File: config.mk
export PLATFORM = sky130hd
export DESIGN_NAME = uart_tx_stream
export DESIGN_NICKNAME = d
export VERILOG_FILES = /design/src/rtl/uart_tx_stream.sv
export SDC_FILE = /design/constraint.sdc
export NUM_CORES = 1
export LEC_CHECK = 0
export BUFFER_PORTS_ARGS = -buffer_cell sky130_fd_sc_hd__buf_2
export CAP_MARGIN = 20
export CORE_ASPECT_RATIO = 2
export CORE_UTILIZATION = 35
export CTS_BUF_LIST = sky130_fd_sc_hd__clkbuf_8
export DETAILED_ROUTE_END_ITERATION = 16
export MAX_ROUTING_LAYER = met4
export PLACE_DENSITY = 0.61
export SYNTH_ARGS = -nofsm -noshare
export SYNTH_HDL_FRONTEND = slang
export SYNTH_SLANG_ARGS = --single-unit
export TNS_END_PERCENT = 20
File: constraint.sdc
create_clock -name clk -period 1.8 [get_ports clk]
set_input_delay 0.36 -clock clk [delete_from_list [all_inputs] [get_ports clk]]
set_output_delay 0.36 -clock clk [all_outputs]
set_load 0.1 [all_outputs]
File: src/rtl/uart_tx_stream.sv
// rtl/uart_tx_stream.sv - UART transmitter popping bytes from a valid/ready stream, 8N1 by default
// Define UART_TX_PARITY_EN to insert an even parity bit between data and stop (8E1).
module uart_tx_stream #(
    parameter int c_BAUD_DIV = 434
) (
    input  logic       clk,
    input  logic       rst_n,
    input  logic [7:0] s_data,
    input  logic       s_vld,
    output logic       s_rdy,
    output logic       txd,
    output logic       busy,
    output logic       frame_done
);

    localparam logic [15:0] c_CNT_LAST = 16'(c_BAUD_DIV - 1);
    localparam logic [15:0] c_CNT_DONE = 16'(c_BAUD_DIV - 2);

    typedef enum logic [2:0] {
        IDLE,
        START,
        DATA,
`ifdef UART_TX_PARITY_EN
        PARITY,
`endif
        STOP
    } state_t;

    state_t      r_state;
    logic [15:0] r_cnt;
    logic [2:0]  r_idx;
    logic [7:0]  r_shift;
    logic        r_txd;
    logic        r_busy;
    logic        r_done;
    logic        w_bit_end;

    assign w_bit_end  = (r_cnt == c_CNT_LAST);
    assign s_rdy      = ~r_busy;
    assign txd        = r_txd;
    assign busy       = r_busy;
    assign frame_done = r_done;

    always_ff @(posedge clk or negedge rst_n) begin
        if (!rst_n) begin
            r_state <= IDLE;
            r_cnt   <= '0;
            r_idx   <= '0;
            r_shift <= '0;
            r_txd   <= 1'b1;
            r_busy  <= 1'b0;
            r_done  <= 1'b0;
        end else begin
            // Set one clock early so the registered pulse lands on the last STOP clock.
            r_done <= (r_state == STOP) && (r_cnt == c_CNT_DONE);

            if (r_state == IDLE || w_bit_end) begin
                r_cnt <= '0;
            end else begin
                r_cnt <= r_cnt + 16'd1;
            end

            case (r_state)
                IDLE: begin
                    if (s_vld) begin
                        r_shift <= s_data;
                        r_idx   <= '0;
                        r_txd   <= 1'b0;
                        r_busy  <= 1'b1;
                        r_state <= START;
                    end
                end
                START: begin
                    if (w_bit_end) begin
                        r_txd   <= r_shift[0];
                        r_state <= DATA;
                    end
                end
                DATA: begin
                    if (w_bit_end) begin
                        r_idx <= r_idx + 3'd1;
                        if (r_idx == 3'd7) begin
`ifdef UART_TX_PARITY_EN
                            r_txd   <= ^r_shift;
                            r_state <= PARITY;
`else
                            r_txd   <= 1'b1;
                            r_state <= STOP;
`endif
                        end else begin
                            r_txd <= r_shift[r_idx + 3'd1];
                        end
                    end
                end
`ifdef UART_TX_PARITY_EN
                PARITY: begin
                    if (w_bit_end) begin
                        r_txd   <= 1'b1;
                        r_state <= STOP;
                    end
                end
`endif
                STOP: begin
                    if (w_bit_end) begin
                        r_busy  <= 1'b0;
                        r_state <= IDLE;
                    end
                end
                default: begin
                    r_txd   <= 1'b1;
                    r_busy  <= 1'b0;
                    r_state <= IDLE;
                end
            endcase
        end
    end

endmodule
-- After elaboration in Yosys (flattened, before gate mapping)
Index checks and enable logic that the tools add are counted.
- $add $sub $neg: 2
- multiply operators: 0
- divide/modulo/power cells: 0
- $lt $le $gt $ge: 1
- eq/ne operators: 11
- shifts and indexed selects: 0
- mux-type cells: 20
- bitwise gates (word level): 3
- reduce and logical (&&, ||, !) cells: 10
- operators with widths (cell ; count):
    16-bit by 9-bit equality test with 1-bit output, second input constant ; 2
    3-bit 2-to-1 mux ; 7
    16-bit by 1-bit adder with 16-bit output, second input constant ; 1
    16-bit 2-to-1 mux ; 1
    3-bit one-hot mux with 4 select lines ; 1
    2-bit inequality test, second input constant ; 5
    1-bit 2-to-1 mux ; 7
    3-bit by 2-bit equality test with 1-bit output, second input constant ; 2
    3-bit one-hot mux with 2 select lines ; 1
    3-bit AND reduction ; 2
    5-bit AND reduction ; 1
    3-bit by 4-bit < comparator with 1-bit output, second input constant ; 1
    1-bit one-hot mux with 4 select lines ; 1
    4-bit AND reduction ; 1
    3-bit by 1-bit adder with 3-bit output, second input constant ; 1
    1-bit binary-select mux with 3-bit select ; 1
    3-bit by 1-bit equality test with 1-bit output, second input constant ; 1
    3-bit equality test, second input constant ; 1
    3-bit logical NOT ; 1
    1-bit NOT ; 3
    1-bit one-hot mux with 3 select lines ; 1
    2-bit AND reduction ; 1
    2-bit nonzero test ; 1
    2-bit OR reduction ; 1
    other kinds (2) ; 2
- flip-flop bits (word level): 33
- bits in latches: 0
- memory bits (writable): 0
- bits in read-only memories: 0
- input bits: 11
- output and inout port bits: 4
- word-level logic and storage cells: 54
- memories: 0

-- Longest topological paths before layout
- depth after elaboration: 6
- gate-level depth with buffers: 8
- depth with buffers taken out: 6

-- Least setup slack after synthesis
Ideal clock, no wire load.
- path type: reg2out
- start: register r_busy, in the netlist busy
- end: output port s_rdy
- arrival: 1.583 ns
- required time: 1.440 ns
- slack: -0.143 ns
- cell stages (with the launch flop): 2
- buffers on the path: 0
- path through: dfrtp_1 inv_1
- cells in the longest elaborated chain, start to end: 1
- RTL lines (item ; RTL line ; source):
    from (decl) ; 34 ; logic r_busy;
    from (signal assigned) ; 51 ; r_busy <= 1'b0;
    from (signal assigned) ; 69 ; r_busy <= 1'b1;
    from (signal assigned) ; 105 ; r_busy <= 1'b0;
    1-bit NOT ; 39 ; assign s_rdy = ~r_busy;
    to (decl) ; 10 ; output logic s_rdy,
Every way passes these cells.

-- Worst setup path in the final report
- start: register r_cnt[1]
- end: register r_state[0]
- cells in the longest elaborated chain, start to end: 3
- elaborated cells between the ends (all ways): 5
- those cells by class: eq/ne (4); reduce/logical (1)
- RTL lines (item ; RTL line ; source):
    from (decl) ; 30 ; logic [15:0] r_cnt;
    from (signal assigned) ; 60 ; r_cnt <= r_cnt + 16'd1;
    16-bit by 9-bit equality test with 1-bit output (*) ; 38 ; assign w_bit_end = (r_cnt == c_CNT_LAST);
    2-bit inequality test (no line) ; -- ;
    5-bit AND reduction (no line) (*) ; -- ;
    to (signal assigned) ; 46 ; r_state <= IDLE;
    to (signal assigned) ; 70 ; r_state <= START;
    to (signal assigned) ; 76 ; r_state <= DATA;
    to (decl) ; 29 ; state_t r_state;
Every way passes the cells marked *; elsewhere a longest branch is shown, timed or not.
A chain may end at the register's enable or synchronous reset.

==> metrics.yaml <==
drt_iter0_drc: 15
antenna_found_initial: 0
insertedDiodeCount: 0
power.total_mw: 1.45
synth_ff_type: "dfrtp_1"
fin_worst_skew_ps: 7.07
die_area_um2: 5430
setup_violations: 23
clk_path_buf_depth: 2
irDropWorstVdd_mv: 0.526
synthAdderAreaFrac_pct: 6.28
critical_path.max_fanout: 3
critical_path_class: "flop to flop"
crit_slowest_cell: "or4bb_4"
async_flop_share_pct: 100
power_frac_clock_pct: 47.9
drive_above_1_share_pct: 32.2
finalCriticalPeriod_ps: 1920
first_global_vias: 1461
cp.arrival_ps: 2090
wl_um: 3880
synth_seq_cells: 32
drc_errors: 0
syn_nets: 191
core_um2: 4910
powerDensity_nw_per_um2: 648
yosysWarnings: 0
crit_path_max_incr_delay_ps: 460
holdCritPathClass: "input pin to async pin"
synth-seq-area-share_pct: 44.8
root_buffer: "clkbuf_8"
p_sw_share_pct: 21.0
p_sw_mw: 0.303
p_int_mw: 1.14
dp.cells: 255
final_hold_viol_count: 0
htree_levels: 2
cts_tree: "done"
max_cap_viol_count: 0
hpwl_um: 2850
netlist_instances: 171
synth_top_family_by_area: "simple AND/OR/NAND/NOR gates"
synth_xor_area_share_pct: 5.87
via_per_inst: 5.15
clock_sinks: 32
setup_ws_ps: -115
critical_path_buf_inv_count: 2
pwr-share-comb_pct: 2.4
fin_nets: 227
cp_cell_sequence: "inv_2, ha_4, or4bb_4, nor4_4, buf_4, o21ai_2, mux2_2"
drt-pass1-iter-count: 4
rows: 36
start_kind: "flop"
violations: "negative setup slack"
tns_ps: -1690
post-route-period-util_pct: 106
worstSetupEndpointType: "flop"
cts-buffers-inserted: 5
rsz0062_at_grt: "yes"
gr-total-overflow: 0
via_count: 1365
required_ps: 1970
area_delta_synth_final_pct: 24.4
ios: 15
drtAntennaViolNets: 0
synth.distinct_cells: 45
fin_cells: 265
syn_area_um2: 1790
initial_utilization_pct: 36.5
fmax_mhz: 522
grt_max_degree: 19
avgSynthCellArea_um2: 10.5
status: "finished, violations left"
die_h_um: 103
cp_top_family: "simple AND/OR/NAND/NOR gates"
port_buffers: 14
tightest_slew_ps: 487
power_leakage_nw: 1.06
wl_per_cell_um: 14.6
timing.slew.headroom_pct: 67.8
grtUsageTotal_pct: 17.1
die_x_um: 52.6
seq_power_share_pct: 49.7
fin_util_pct: 45.4
final_max_slew_viol_count: 0
synth_compound_area_share_pct: 7.61
routabilityCongestion: 0.806
synthMuxAreaShare_pct: 10.8
path_clk_slew_ps: 70
synth-edff-count: 0
yosys.area_share.simple_pct: 19.6
clock_latency_ps: 290
grt_pass1_wl_um: 6520
## power by group through the flow
| stage | sequential, mW | combinational (mW) | clock (mW) |
|---|---|---|---|
| after floorplan | 0.733 | 0.00108 | 0 |
| after global placement | 0.732 | 0.0354 | 0 |
| after detailed placement | 0.732 | 0.0361 | 0 |
| after CTS | 0.719 | 0.0361 | 0.710 |
| after global routing | 0.718 | 0.0390 | 0.756 |
| final | 0.719 | 0.0341 | 0.693 |
## stage by stage
step                      setup slack (ps)  cell area, µm²  hold WS, ps
after floorplan                       -102            1800         64.4
after global placement                -157            2070          324
after detailed placement              -219            2070          327
after CTS                             -167            2210         15.0
after global routing                  -177            2230         23.5
final                                 -115            2230         4.85
## per-layer routing
metal	part of all wire (%)	up-vias	GRT usage (%)	routed length [µm]
met5	0	-	-	0
met4	2.7	0	8.50	104
met3	2.5	11	3.51	98
met2	58	26	31.4	2270
met1	36	659	16.0	1410
li1	-	669	-	-
## cell usage in the layout, fill, tap and decap left out, types with 2 or more instances in the layout
master,instances
clkbuf_8,5
o21ai_2,2
a21oi_1,3
nor3b_1,2
ha_1,8
o21bai_1,2
dfrtp_1,30
xnor2_1,4
clkinvlp_4,2
o21ai_0,4
mux2_2,9
nor2_1,18
buf_2,14
buf_12,2
xor2_1,8
mux2i_1,7
a41oi_1,2
and4_1,3
nand3_1,5
buf_4,20
nand2_1,7
and2_1,2
inv_1,9
nand4_1,6
nor3_1,3
or3_1,3
## final timing paths
| kind | start | to | slack, ps | depth (start not counted) |
|---|---|---|---|---|
| worst max-delay path | r_cnt[1] | r_state[0] | -120 | 7 |
| worst min-delay path | rst_n | r_shift[6] | 5 | 1 |
| worst max register to register | r_cnt[1] | r_state[0] | -120 | 7 |
| worst min register to register | r_shift[3] | r_shift[3] | 510 | 1 |
| max in group asynchronous | rst_n | busy | 1350 | 2 |
| min in group clk | s_data[6] | r_shift[6] | 300 | 2 |
## kinds of logic (layout without fill, tap and decap cells)
group	Yosys count	after routing
and+or+nand+nor	61	61
DFF	32	32
AOI/OAI and AO/OA	21	21
xor gates and xnor gates	12	12
adders and majority gates	9	9
buffers and inverters	19	56
muxes	17	17
## synthesized netlist by cell type, drive strengths merged (3+ instances only)
cell type	number	area share (%)
clkbuf	4	0.84
xnor2	4	2.0
mux2i	7	3.9
mux2	9	5.7
and4	3	1.5
nor2	19	4.0
nand4	6	2.1
inv	11	2.3
a21oi	3	0.84
nor3	3	0.84
o21ai	7	2.0
nand3	5	1.4
dfrtp	31	43
xor2	8	3.9
ha	9	6.3
nand2	7	1.5
or3	3	1.0
buf	4	2.0
## cell type report
class                      count  area, µm²
clock buffer                   5       68.8
clock inverter                 3       42.5
fill                         482       2680
inverter                      11       45.0
multi-input combinational    120        927
sequential                    32        803
tap                           57       71.3
timing repair buffer          37        272
## timing repair
item                       4_1_cts  5_1_grt
buffers inserted                 2        0
gates resized for setup          5        5
cloned                           0        0
pin swaps                        5        3
setup endpoints to repair       23       23
hold buffers                     0        0
## worst reg2reg max path: stages (launching register included)
cell and delay [ps]:
dfrtp_1 390, inv_2 80, ha_4 110, or4bb_4 460, nor4_4 250, buf_4 180, o21ai_2 70, mux2_2 280
## state kept, by name, summed over array words and instances (netlist names)
name	flops
busy	1
frame_done	1
r_state	2
r_shift	8
r_idx	3
r_cnt	16
txd	1
Power figures use the tool's default switching activity.
